`src/rtl/mul_pipe_pkg.sv`:
```
// mul_pipe_pkg: shared entry type and queue default for the multiply writeback drain.
`ifndef WORD_SIZE
`define WORD_SIZE 32
`endif
`ifndef INSTR_TYPE_SZ
`define INSTR_TYPE_SZ 4
`endif
`ifndef ROB_ENTRY_WIDTH
`define ROB_ENTRY_WIDTH 5
`endif
package mul_pipe_pkg;
    localparam int MUL_WB_DEPTH = 4;
    typedef struct packed {
        logic [`INSTR_TYPE_SZ-1:0]   instruction_type;
        logic [`WORD_SIZE-1:0]       pc;
        logic [`WORD_SIZE-1:0]       result;
        logic [`ROB_ENTRY_WIDTH-1:0] rob_id;
    } mul_entry_t;
endpackage

```
`src/rtl/entry_fifo.sv`:
```
// entry_fifo: generic first-word-fall-through queue with flush and async reset.
module entry_fifo #(
    parameter int WIDTH = 8,
    parameter int DEPTH = 4
) (
    input  logic                     clk,
    input  logic                     reset,
    input  logic                     flush,
    input  logic                     push,
    input  logic                     pop,
    input  logic [WIDTH-1:0]         wdata,
    output logic                     full,
    output logic                     empty,
    output logic [$clog2(DEPTH):0]   count,
    output logic [WIDTH-1:0]         rdata
);
    localparam int AW = $clog2(DEPTH);
    logic [WIDTH-1:0] mem_q [DEPTH];
    logic [AW-1:0] wr_q, wr_d, rd_q, rd_d;
    logic [AW:0] cnt_q, cnt_d;
    assign full  = cnt_q == (AW+1)'(DEPTH);
    assign empty = cnt_q == '0;
    assign count = cnt_q;
    assign rdata = mem_q[rd_q];
    // flush wins over any same-cycle push or pop
    assign wr_d  = flush ? '0 : wr_q + AW'(push);
    assign rd_d  = flush ? '0 : rd_q + AW'(pop);
    assign cnt_d = flush ? '0 : cnt_q + (AW+1)'(push) - (AW+1)'(pop);
    always_ff @(posedge clk or posedge reset) begin
        if (reset) begin
            wr_q  <= '0;
            rd_q  <= '0;
            cnt_q <= '0;
        end else begin
            wr_q  <= wr_d;
            rd_q  <= rd_d;
            cnt_q <= cnt_d;
        end
    end
    always_ff @(posedge clk) begin
        if (push && !flush) mem_q[wr_q] <= wdata;
    end
endmodule

```
`src/rtl/mul_wb_drain.sv`:
```
// mul_wb_drain: queues multiply results from the last M stage and drains them to the ROB write port.
module mul_wb_drain
    import mul_pipe_pkg::*;
#(
    parameter int WORD_SIZE       = `WORD_SIZE,
    parameter int INSTR_TYPE_SZ   = `INSTR_TYPE_SZ,
    parameter int ROB_ENTRY_WIDTH = `ROB_ENTRY_WIDTH,
    parameter int DEPTH           = MUL_WB_DEPTH
) (
    input  logic                       clk,
    input  logic                       reset,
    input  logic                       flush,
    input  logic                       in_valid,
    input  logic [INSTR_TYPE_SZ-1:0]   in_instruction_type,
    input  logic [WORD_SIZE-1:0]       in_pc,
    input  logic [WORD_SIZE-1:0]       in_result,
    input  logic [ROB_ENTRY_WIDTH-1:0] in_rob_id,
    output logic                       stall,
    output logic                       wb_valid,
    input  logic                       wb_ready,
    output logic [INSTR_TYPE_SZ-1:0]   wb_instruction_type,
    output logic [WORD_SIZE-1:0]       wb_pc,
    output logic [WORD_SIZE-1:0]       wb_result,
    output logic [ROB_ENTRY_WIDTH-1:0] wb_rob_id,
    output logic [$clog2(DEPTH):0]     count
);
    localparam int EW = INSTR_TYPE_SZ + 2 * WORD_SIZE + ROB_ENTRY_WIDTH;
    logic full, empty, push, pop;
    logic [EW-1:0] head;
    // stall comes from registered occupancy only, so wb_ready never reaches it
    assign stall    = full;
    assign wb_valid = !empty;
    assign push     = in_valid && !full && !flush;
    assign pop      = wb_valid && wb_ready && !flush;
    entry_fifo #(.WIDTH(EW), .DEPTH(DEPTH)) u_fifo (
        .clk   (clk),
        .reset (reset),
        .flush (flush),
        .push  (push),
        .pop   (pop),
        .wdata ({in_instruction_type, in_pc, in_result, in_rob_id}),
        .full  (full),
        .empty (empty),
        .count (count),
        .rdata (head)
    );
    assign {wb_instruction_type, wb_pc, wb_result, wb_rob_id} = head;
endmodule

```
`config.mk`:
```
export PLATFORM = sky130hd
export DESIGN_NAME = mul_wb_drain
export DESIGN_NICKNAME = d
export VERILOG_FILES = /design/src/rtl/mul_pipe_pkg.sv /design/src/rtl/entry_fifo.sv /design/src/rtl/mul_wb_drain.sv
export SDC_FILE = /design/constraint.sdc
export NUM_CORES = 1
export LEC_CHECK = 0
export BUFFER_PORTS_ARGS = -buffer_cell sky130_fd_sc_hd__buf_4
export CAP_MARGIN = 25
export CELL_PAD_IN_SITES_DETAIL_PLACEMENT = 1
export CELL_PAD_IN_SITES_GLOBAL_PLACEMENT = 1
export CORE_ASPECT_RATIO = 0.8
export CORE_MARGIN = 8
export CORE_UTILIZATION = 50
export CTS_BUF_LIST = sky130_fd_sc_hd__clkbuf_4 sky130_fd_sc_hd__clkbuf_8 sky130_fd_sc_hd__clkbuf_16
export DETAILED_ROUTE_END_ITERATION = 8
export MAX_ROUTING_LAYER = met4
export PLACE_DENSITY_LB_ADDON = 0.1
export SYNTH_ARGS = -nofsm -noshare
export SYNTH_HDL_FRONTEND = slang
export SYNTH_SLANG_ARGS = --single-unit
```
`constraint.sdc`:
```
create_clock -name clk -period 10.35 [get_ports clk]
set_clock_uncertainty 0.2 [all_clocks]
set_input_delay 2.07 -clock clk [delete_from_list [all_inputs] [get_ports clk]]
set_output_delay 2.07 -clock clk [all_outputs]
set_load 0.05 [all_outputs]
```
==> results of run 1 <==
-- cell usage after synthesis --
cell type / number
nor2_1: 5
nor3b_1: 1
fa_1: 1
nor3_1: 1
nor4_1: 1
buf_12: 7
edfxtp_1: 292
nor2b_1: 3
nand2b_1: 1
buf_6: 1
xnor2_1: 2
inv_1: 4
nand2_1: 1
ha_1: 4
or3_1: 1
mux4_2: 72
buf_2: 8
and3b_1: 1
dfrtp_1: 7
mux4_1: 1
nor4b_1: 2
xnor3_1: 1
-- cell usage in the layout, fill, tap and decap left out, types with 2 or more instances in the layout --
master and instances:
buf_4 164, bufinv_16 6, clkbuf_16 31, clkbuf_4 3, clkinv_1 6, clkinv_2 7
dfrtp_1 5, dfrtp_4 2, edfxtp_1 292, ha_1 4, inv_1 4, mux4_2 72
nor2_1 5, nor2b_1 3, nor4b_2 2, xnor2_1 2
-- flip-flops by register name, indices dropped and copies added (netlist names) --
| register | cells |
|---|---|
| u_fifo.mem_q | 292 |
| u_fifo.count | 3 |
| u_fifo.rd_q | 2 |
| u_fifo.wr_q | 2 |
-- cells by family (layout without fill, tap and decap cells) --
family / Yosys count / in the layout / share of synthesized area
simple gates: 17 / 17 / 0.00898
xor+xnor: 3 / 3 / 0.00364
fa+ha+maj: 5 / 5 / 0.00637
flops: 299 / 299 / 0.813
mux: 73 / 73 / 0.150
buf+inv: 20 / 224 / 0.0188
-- worst paths after layout --
check	start	endpoint	slack, ps	depth (start not counted)
min reg2reg	u_fifo.wr_q[1]	u_fifo.wr_q[1]	470	2
max in group asynchronous	reset	u_fifo.rd_q[0]	8420	2
min in group asynchronous	reset	u_fifo.rd_q[1]	1270	2
max	u_fifo.rd_q[0]	wb_instruction_type[3]	4970	3
max reg2reg	u_fifo.count[1]	u_fifo.count[2]	7820	9
min	u_fifo.wr_q[1]	u_fifo.wr_q[1]	470	2
-- power by group --
group	switching (mW)	leakage [nW]	total [mW]	internal, mW
Clock	0.423	0.522	1.12	0.699
Combinational	0.373	1.31	0.588	0.215
Sequential	0.0352	2.74	1.42	1.39
Total	0.831	4.57	3.13	2.30
-- layout make-up --
cell class	instances	area (sq um)	share of cell area
clock buffer	34	798	0.0591
clock inverter	20	246	0.0182
inverter	4	15.0	0.00111
multi-input combinational	98	1890	0.140
sequential	299	8950	0.663
tap	275	344	0.0255
timing repair buffer	166	1260	0.0936
-- worst register-to-register path: stages (launching register included) --
cell	delay, ps
dfrtp_1	450
or3_1	400
and3b_1	210
ha_1	280
inv_1	60
ha_1	140
inv_1	50
fa_1	390
xnor3_1	200
nor2_1	40
-- metal layers --
layer | up-vias | routed length, um
met5 | - | 0
met4 | 0 | 333
met3 | 27 | 1510
met2 | 151 | 11100
met1 | 2583 | 8670
li1 | 2159 | -
-- through the flow --
step | std cells | TNS [ps]
2_1_floorplan | 417 | -42770
3_3_place_gp | 840 | 0
3_5_place_dp | 841 | 0
4_1_cts | 895 | 0
5_1_grt | 896 | 0
6_report | 896 | 0
==> results.json, run 1 <==
{
  "outcome": "completed",
  "drv_slew": 0,
  "initial_core_util": 0.509,
  "dieArea_sq_um": 27000,
  "crit_path_top_delay_cell": "dfrtp_4",
  "dp_hpwl_um": 13400,
  "htree_levels": 1,
  "synth_seq_cells": 299,
  "timing.final.crit_period_ps": 5380,
  "grt_overflow": 0,
  "wl_per_cell_um": 24.1,
  "diodes": 0,
  "fin_nets": 682,
  "grt_antenna_before_repair": 0,
  "syn_nets": 500,
  "cp_max_fo": 39,
  "gp_congestion": 0.703,
  "maxSlewHeadroom": 0.474,
  "pin_count": 156,
  "worst_slew_pin_slew_ps": 789,
  "root_buffer": "clkbuf_16",
  "ant_nets": 0,
  "setup_ws_ps": 4970,
  "clock_latency_ps": 530,
  "yosysTopAreaCell": "edfxtp_1",
  "grt_max_degree": 47,
  "cap_violations": 0,
  "grt_use_met2": 0.279,
  "syn_inst": 417,
  "met1_usage": 0.195,
  "hold_buffers": 0,
  "drtPass1Iterations": 5,
  "via_per_inst": 5.49,
  "drt_wl_total_um": 21600,
  "leakage_nw": 4.57,
  "grt_pass1_wl_um": 32900,
  "min-delay-path-class": "flop to flop",
  "numPortBuffers": 155,
  "grtUsageTotal": 0.164,
  "seq_area_frac_synth": 0.813,
  "yosys.cell_types.count": 22,
  "grt_pass1_vias": 5629,
  "hold_viol_final": 0,
  "cpPeakStageDelay_ps": 890,
  "synth_top_area_frac": 0.797,
  "min_period_over_period": 0.520,
  "ctsResizeCount": 0,
  "path_clk_slew_ps": 60,
  "fin_util": 0.625,
  "place_area_sq_um": 12500,
  "max_clock_freq_mhz": 186,
  "synth.avg_cell_area_sq_um": 26.4,
  "p_total_mw": 3.13,
  "path_delay_family": "buffers and inverters",
  "fin_area_sq_um": 13500,
  "setup-violations-final": 0,
  "whs_ps": 468,
  "syn_area_sq_um": 11000,
  "grtUsageMet3": 0.0468,
  "path_cells": "buf_4, mux4_1, buf_4",
  "cp_num_buf_inv": 2,
  "post_cts_buffers": 0,
  "cts_tree": "yes",
  "rsz0062_at_grt": "false",
  "cts_made_buffers": 30,
  "fp.dieH_um": 149,
  "crit_type": "flop to primary output",
  "crit_path_start_kind": "flop",
  "post-place-ws_ps": 5430,
  "powerDensity_nw_per_um2": 232,
  "core_area_sq_um": 21600,
  "yosys-top-cells-area": "edfxtp_1, mux4_2, dfrtp_1",
  "crit_arrival_ps": 3110,
  "num_vias": 4920,
  "grt_most_used_layer": "met2",
  "critPathCaptureType": "primary output",
  "drt-initial-drc-count": 166,
  "rows": 48,
  "worst_path_most_repeated_cell": "buf_4",
  "ys_warn_count": 0,
  "drc": 0,
  "fp.dieW_um": 182,
  "drive_gt1_frac": 0.472,
  "syn2layout_area_growth_pct": 22.7,
  "num-fill-cells": 1752,
  "cts_sinks": 299,
  "peakVddDrop_uv": 163,
  "required_ps": 8080,
  "clk_path_buf_depth": 3
}
Power figures use the tool's default switching activity.
==> run 2, diff against run 1 <==
- clock period: 10.35 -> 5.1 ns (I/O delays scaled with it)
==> results.json, run 2 (synthesis results as in run 1) <==
{
  "outcome": "completed",
  "pin_count": 156,
  "crit_path_start_kind": "flop",
  "grt_overflow": 0,
  "drive_gt1_frac": 0.472,
  "leakage_nw": 4.52,
  "largest_register_ffs": 292,
  "drv_slew": 0,
  "timing.final.crit_period_ps": 3900,
  "peakVddDrop_uv": 327,
  "ctsResizeCount": 0,
  "final_common_cell": "edfxtp_1",
  "core_area_sq_um": 21600,
  "min-delay-path-class": "input pin to asynchronous set/reset pin",
  "post_cts_buffers": 0,
  "drt_wl_total_um": 21300,
  "setup-violations-final": 0,
  "gp_congestion": 0.718,
  "hold_viol_final": 0,
  "cts_tree": "yes",
  "ant_nets": 0,
  "dieArea_sq_um": 27000,
  "rsz0062_at_grt": "false",
  "min_period_over_period": 0.764,
  "root_buffer": "clkbuf_16",
  "initial_core_util": 0.509,
  "cp_max_fo": 38,
  "grt_pass1_wl_um": 32300,
  "required_ps": 3880,
  "path_clk_slew_ps": 60,
  "drtPass1Iterations": 4,
  "clk_path_buf_depth": 3,
  "dp_hpwl_um": 13200,
  "grtUsageTotal": 0.162,
  "place_area_sq_um": 12500,
  "drc": 0,
  "crit_arrival_ps": 2680,
  "fp.dieH_um": 149,
  "hold_buffers": 0,
  "cts_sinks": 299,
  "num_vias": 4900,
  "clock_latency_ps": 520,
  "grt_antenna_before_repair": 1,
  "fp.dieW_um": 182,
  "max_clock_freq_mhz": 257,
  "crit_type": "flop to primary output",
  "fin_util": 0.623,
  "grt_max_degree": 46,
  "fin_nets": 680,
  "numPortBuffers": 155,
  "drt-initial-drc-count": 214,
  "final_cell_mix": "edfxtp_1, buf_4, mux4_2",
  "worst_slew_pin_slew_ps": 904,
  "wl_per_cell_um": 23.8,
  "syn2layout_area_growth_pct": 22.3,
  "fin_setup_tns_ps": 0,
  "powerDensity_nw_per_um2": 461,
  "cap_violations": 0,
  "critPathCaptureType": "primary output",
  "cts_made_buffers": 28,
  "via_per_inst": 5.47,
  "grt_pass1_vias": 5581,
  "top_register": "u_fifo.mem_q",
  "fin_area_sq_um": 13500,
  "htree_levels": 1,
  "rows": 48,
  "maxSlewHeadroom": 0.395
}
==> run 2: cell type report <==
class,count,area [sq um]
inverters,4,15.0
repair buffers,166,1280
clock buffers,33,756
clock inverters,19,194
fillers,1790,8160
well taps,275,344
multi-input cells,98,1920
diodes,1,2.50
flip-flops and latches,299,8950
==> run 2: worst max-delay path: stages, from the launching register on <==
cell and delay [ps]:
dfrtp_4 940, buf_12 320, mux4_1 600, buf_4 210
==> run 2: power by group <==
| group | total (mW) | internal, mW | switching (mW) |
|---|---|---|---|
| registers | 2.89 | 2.81 | 0.0778 |
| clock network | 2.11 | 1.26 | 0.848 |
| logic | 1.20 | 0.443 | 0.761 |
| total | 6.20 | 4.51 | 1.69 |
==> run 2: metal layers <==
layer	vias up	part of all wire	routed length (um)	GRT usage
met1	2566	0.42	9030	0.195
met2	154	0.49	10500	0.268
li1	2155	-	-	-
met5	-	0	0	-
met3	25	0.073	1570	0.0510
met4	0	0.013	278	0.0336
==> run 2: final timing paths <==
path / from / end / slack, ps / cells after the start
worst max-delay path: u_fifo.rd_q[0] / wb_instruction_type[3] / 1200 / 3
worst min-delay path: reset / u_fifo.count[2] / 240 / 2
worst max register to register: u_fifo.count[1] / u_fifo.count[2] / 2540 / 9
worst min register to register: u_fifo.count[2] / u_fifo.count[2] / 520 / 2
max in group asynchronous: reset / u_fifo.rd_q[1] / 4210 / 2
min in group clk: in_rob_id[0] / u_fifo.mem_q[3][0] / 500 / 1
==> run 2: stage by stage <==
| stage | worst slack [ps] | hold slack, ps | total power [mW] | cells |
|---|---|---|---|---|
| final | 1200 | 235 | 6.20 | 895 |
| after floorplan | -909 | 386 | 3.82 | 417 |
| after global placement | 1690 | 457 | 4.15 | 841 |
| after CTS | 1090 | 211 | 6.29 | 894 |
| after global routing | 1020 | 233 | 6.41 | 895 |
| after detailed placement | 1700 | 497 | 4.17 | 842 |
==> run 3, diff against run 2 <==
- clock period: 5.1 -> 3.9 ns (I/O delays scaled with it)
==> results.json, run 3 (synthesis results as in run 1) <==
{
  "outcome": "completed",
  "hold_viol_final": 0,
  "fp.dieH_um": 149,
  "grt_pass1_wl_um": 33200,
  "cts_sinks": 299,
  "fin_area_sq_um": 13500,
  "drt_wl_total_um": 21800,
  "gp_congestion": 0.692,
  "clk_path_buf_depth": 3,
  "drive_gt1_frac": 0.486,
  "clock_latency_ps": 530,
  "fin_setup_tns_ps": 0,
  "max_clock_freq_mhz": 301,
  "num-fill-cells": 1771,
  "min_period_over_period": 0.851,
  "grt_max_degree": 62,
  "cts_tree": "yes",
  "grt_overflow": 0,
  "fin_nets": 684,
  "dieArea_sq_um": 27000,
  "syn2layout_area_growth_pct": 22.7,
  "timing.final.crit_period_ps": 3320,
  "maxSlewHeadroom": 0.520,
  "final_common_cell": "edfxtp_1",
  "initial_core_util": 0.509,
  "rrSetupSlack_ps": 1280,
  "final_cell_mix": "edfxtp_1, buf_4, mux4_2",
  "via_per_inst": 5.48,
  "peakVddDrop_uv": 409,
  "setup-violations-final": 0,
  "worst_path_most_repeated_cell": "buf_4",
  "cp_num_buf_inv": 2,
  "ant_nets": 0,
  "worst_slew_pin_slew_ps": 720,
  "top_register": "u_fifo.mem_q",
  "rsz0062_at_grt": "false",
  "placed_cells_incl_taps": 844,
  "dp_hpwl_um": 13400,
  "largest_register_ffs": 292,
  "rows": 48,
  "path_delay_family": "flip-flops",
  "root_buffer": "clkbuf_16",
  "leakage_nw": 4.55,
  "crit_arrival_ps": 2340,
  "drtPass1Iterations": 4,
  "drt-initial-drc-count": 291,
  "path_clk_slew_ps": 60,
  "htree_levels": 1,
  "place_area_sq_um": 12600,
  "layoutNonFillerInstCount": 900,
  "powerDensity_nw_per_um2": 596,
  "fp.dieW_um": 182,
  "num_vias": 4929,
  "wl_per_cell_um": 24.2,
  "grt_pass1_vias": 5662,
  "setup_ws_ps": 583,
  "multiInputGateArea_sq_um": 1930,
  "crit_path_start_kind": "flop",
  "post-place-ws_ps": 1110,
  "crit_path_top_delay_cell": "dfrtp_4",
  "cp_max_fo": 38,
  "numPortBuffers": 155,
  "pin_count": 156,
  "crit_type": "flop to primary output",
  "core_area_sq_um": 21600,
  "critPathCaptureType": "primary output",
  "cap_violations": 0,
  "drc": 0,
  "whs_ps": 243,
  "cpPeakStageDelay_ps": 810,
  "cts_made_buffers": 29,
  "grt_antenna_before_repair": 1,
  "grtUsageTotal": 0.166,
  "required_ps": 2920,
  "register_area_sq_um": 8950,
  "drv_slew": 0,
  "path_cells": "buf_4, mux4_2, buf_4",
  "min-delay-path-class": "input pin to flop"
}
[run 3: layout make-up]
type | instances | share of cell area
inverters | 4 | 0.00111
well taps | 275 | 0.0255
flip-flops and latches | 299 | 0.663
repair buffers | 169 | 0.0978
clock inverters | 12 | 0.00667
multi-input cells | 98 | 0.143
diodes | 1 | 0.000185
clock buffers | 42 | 0.0628
[run 3: worst paths after layout]
kind	cells past startpoint	end	from
worst max-delay path	3	wb_pc[17]	u_fifo.rd_q[1]
worst min-delay path	1	u_fifo.mem_q[3][53]	in_pc[16]
min in group asynchronous	3	u_fifo.count[2]	reset
max in group asynchronous	3	u_fifo.rd_q[0]	reset
worst min register to register	2	u_fifo.count[2]	u_fifo.count[2]
worst max register to register	9	u_fifo.count[2]	u_fifo.count[1]
[run 3: routing by layer]
layer	GRT usage	part of all wire
met4	0.0303	0.015
met2	0.276	0.50
met3	0.0400	0.055
met5	-	0
met1	0.208	0.43
[run 3: report_power, final]
| part | total, mW | internal [mW] | switching, mW |
|---|---|---|---|
| Clock | 2.67 | 1.58 | 1.09 |
| Combinational | 1.63 | 0.597 | 1.03 |
| Sequential | 3.76 | 3.68 | 0.0776 |
[run 3: per-stage QoR]
| step | util | power, mW |
|---|---|---|
| after floorplan | - | 5.00 |
| final | 0.625 | 8.05 |
| after detailed placement | 0.581 | 5.48 |
| after global routing | 0.625 | 8.31 |
| after CTS | 0.625 | 8.15 |
| after global placement | 0.581 | 5.45 |
[run 3: repair_timing]
item / in CTS / in global routing
buffers inserted: 0 / 0
hold buffers: 1 / 0
hold endpoints to repair: 7 / 0
resized for setup: 0 / 0
[run 3: worst register-to-register path, cell delays in order (launching register included)]
cell and delay (ps):
dfrtp_2 460, or3_1 390, and3b_1 220, ha_1 290, inv_1 80, ha_1 170, inv_1 60, fa_1 400
xnor3_1 210, nor2_1 40
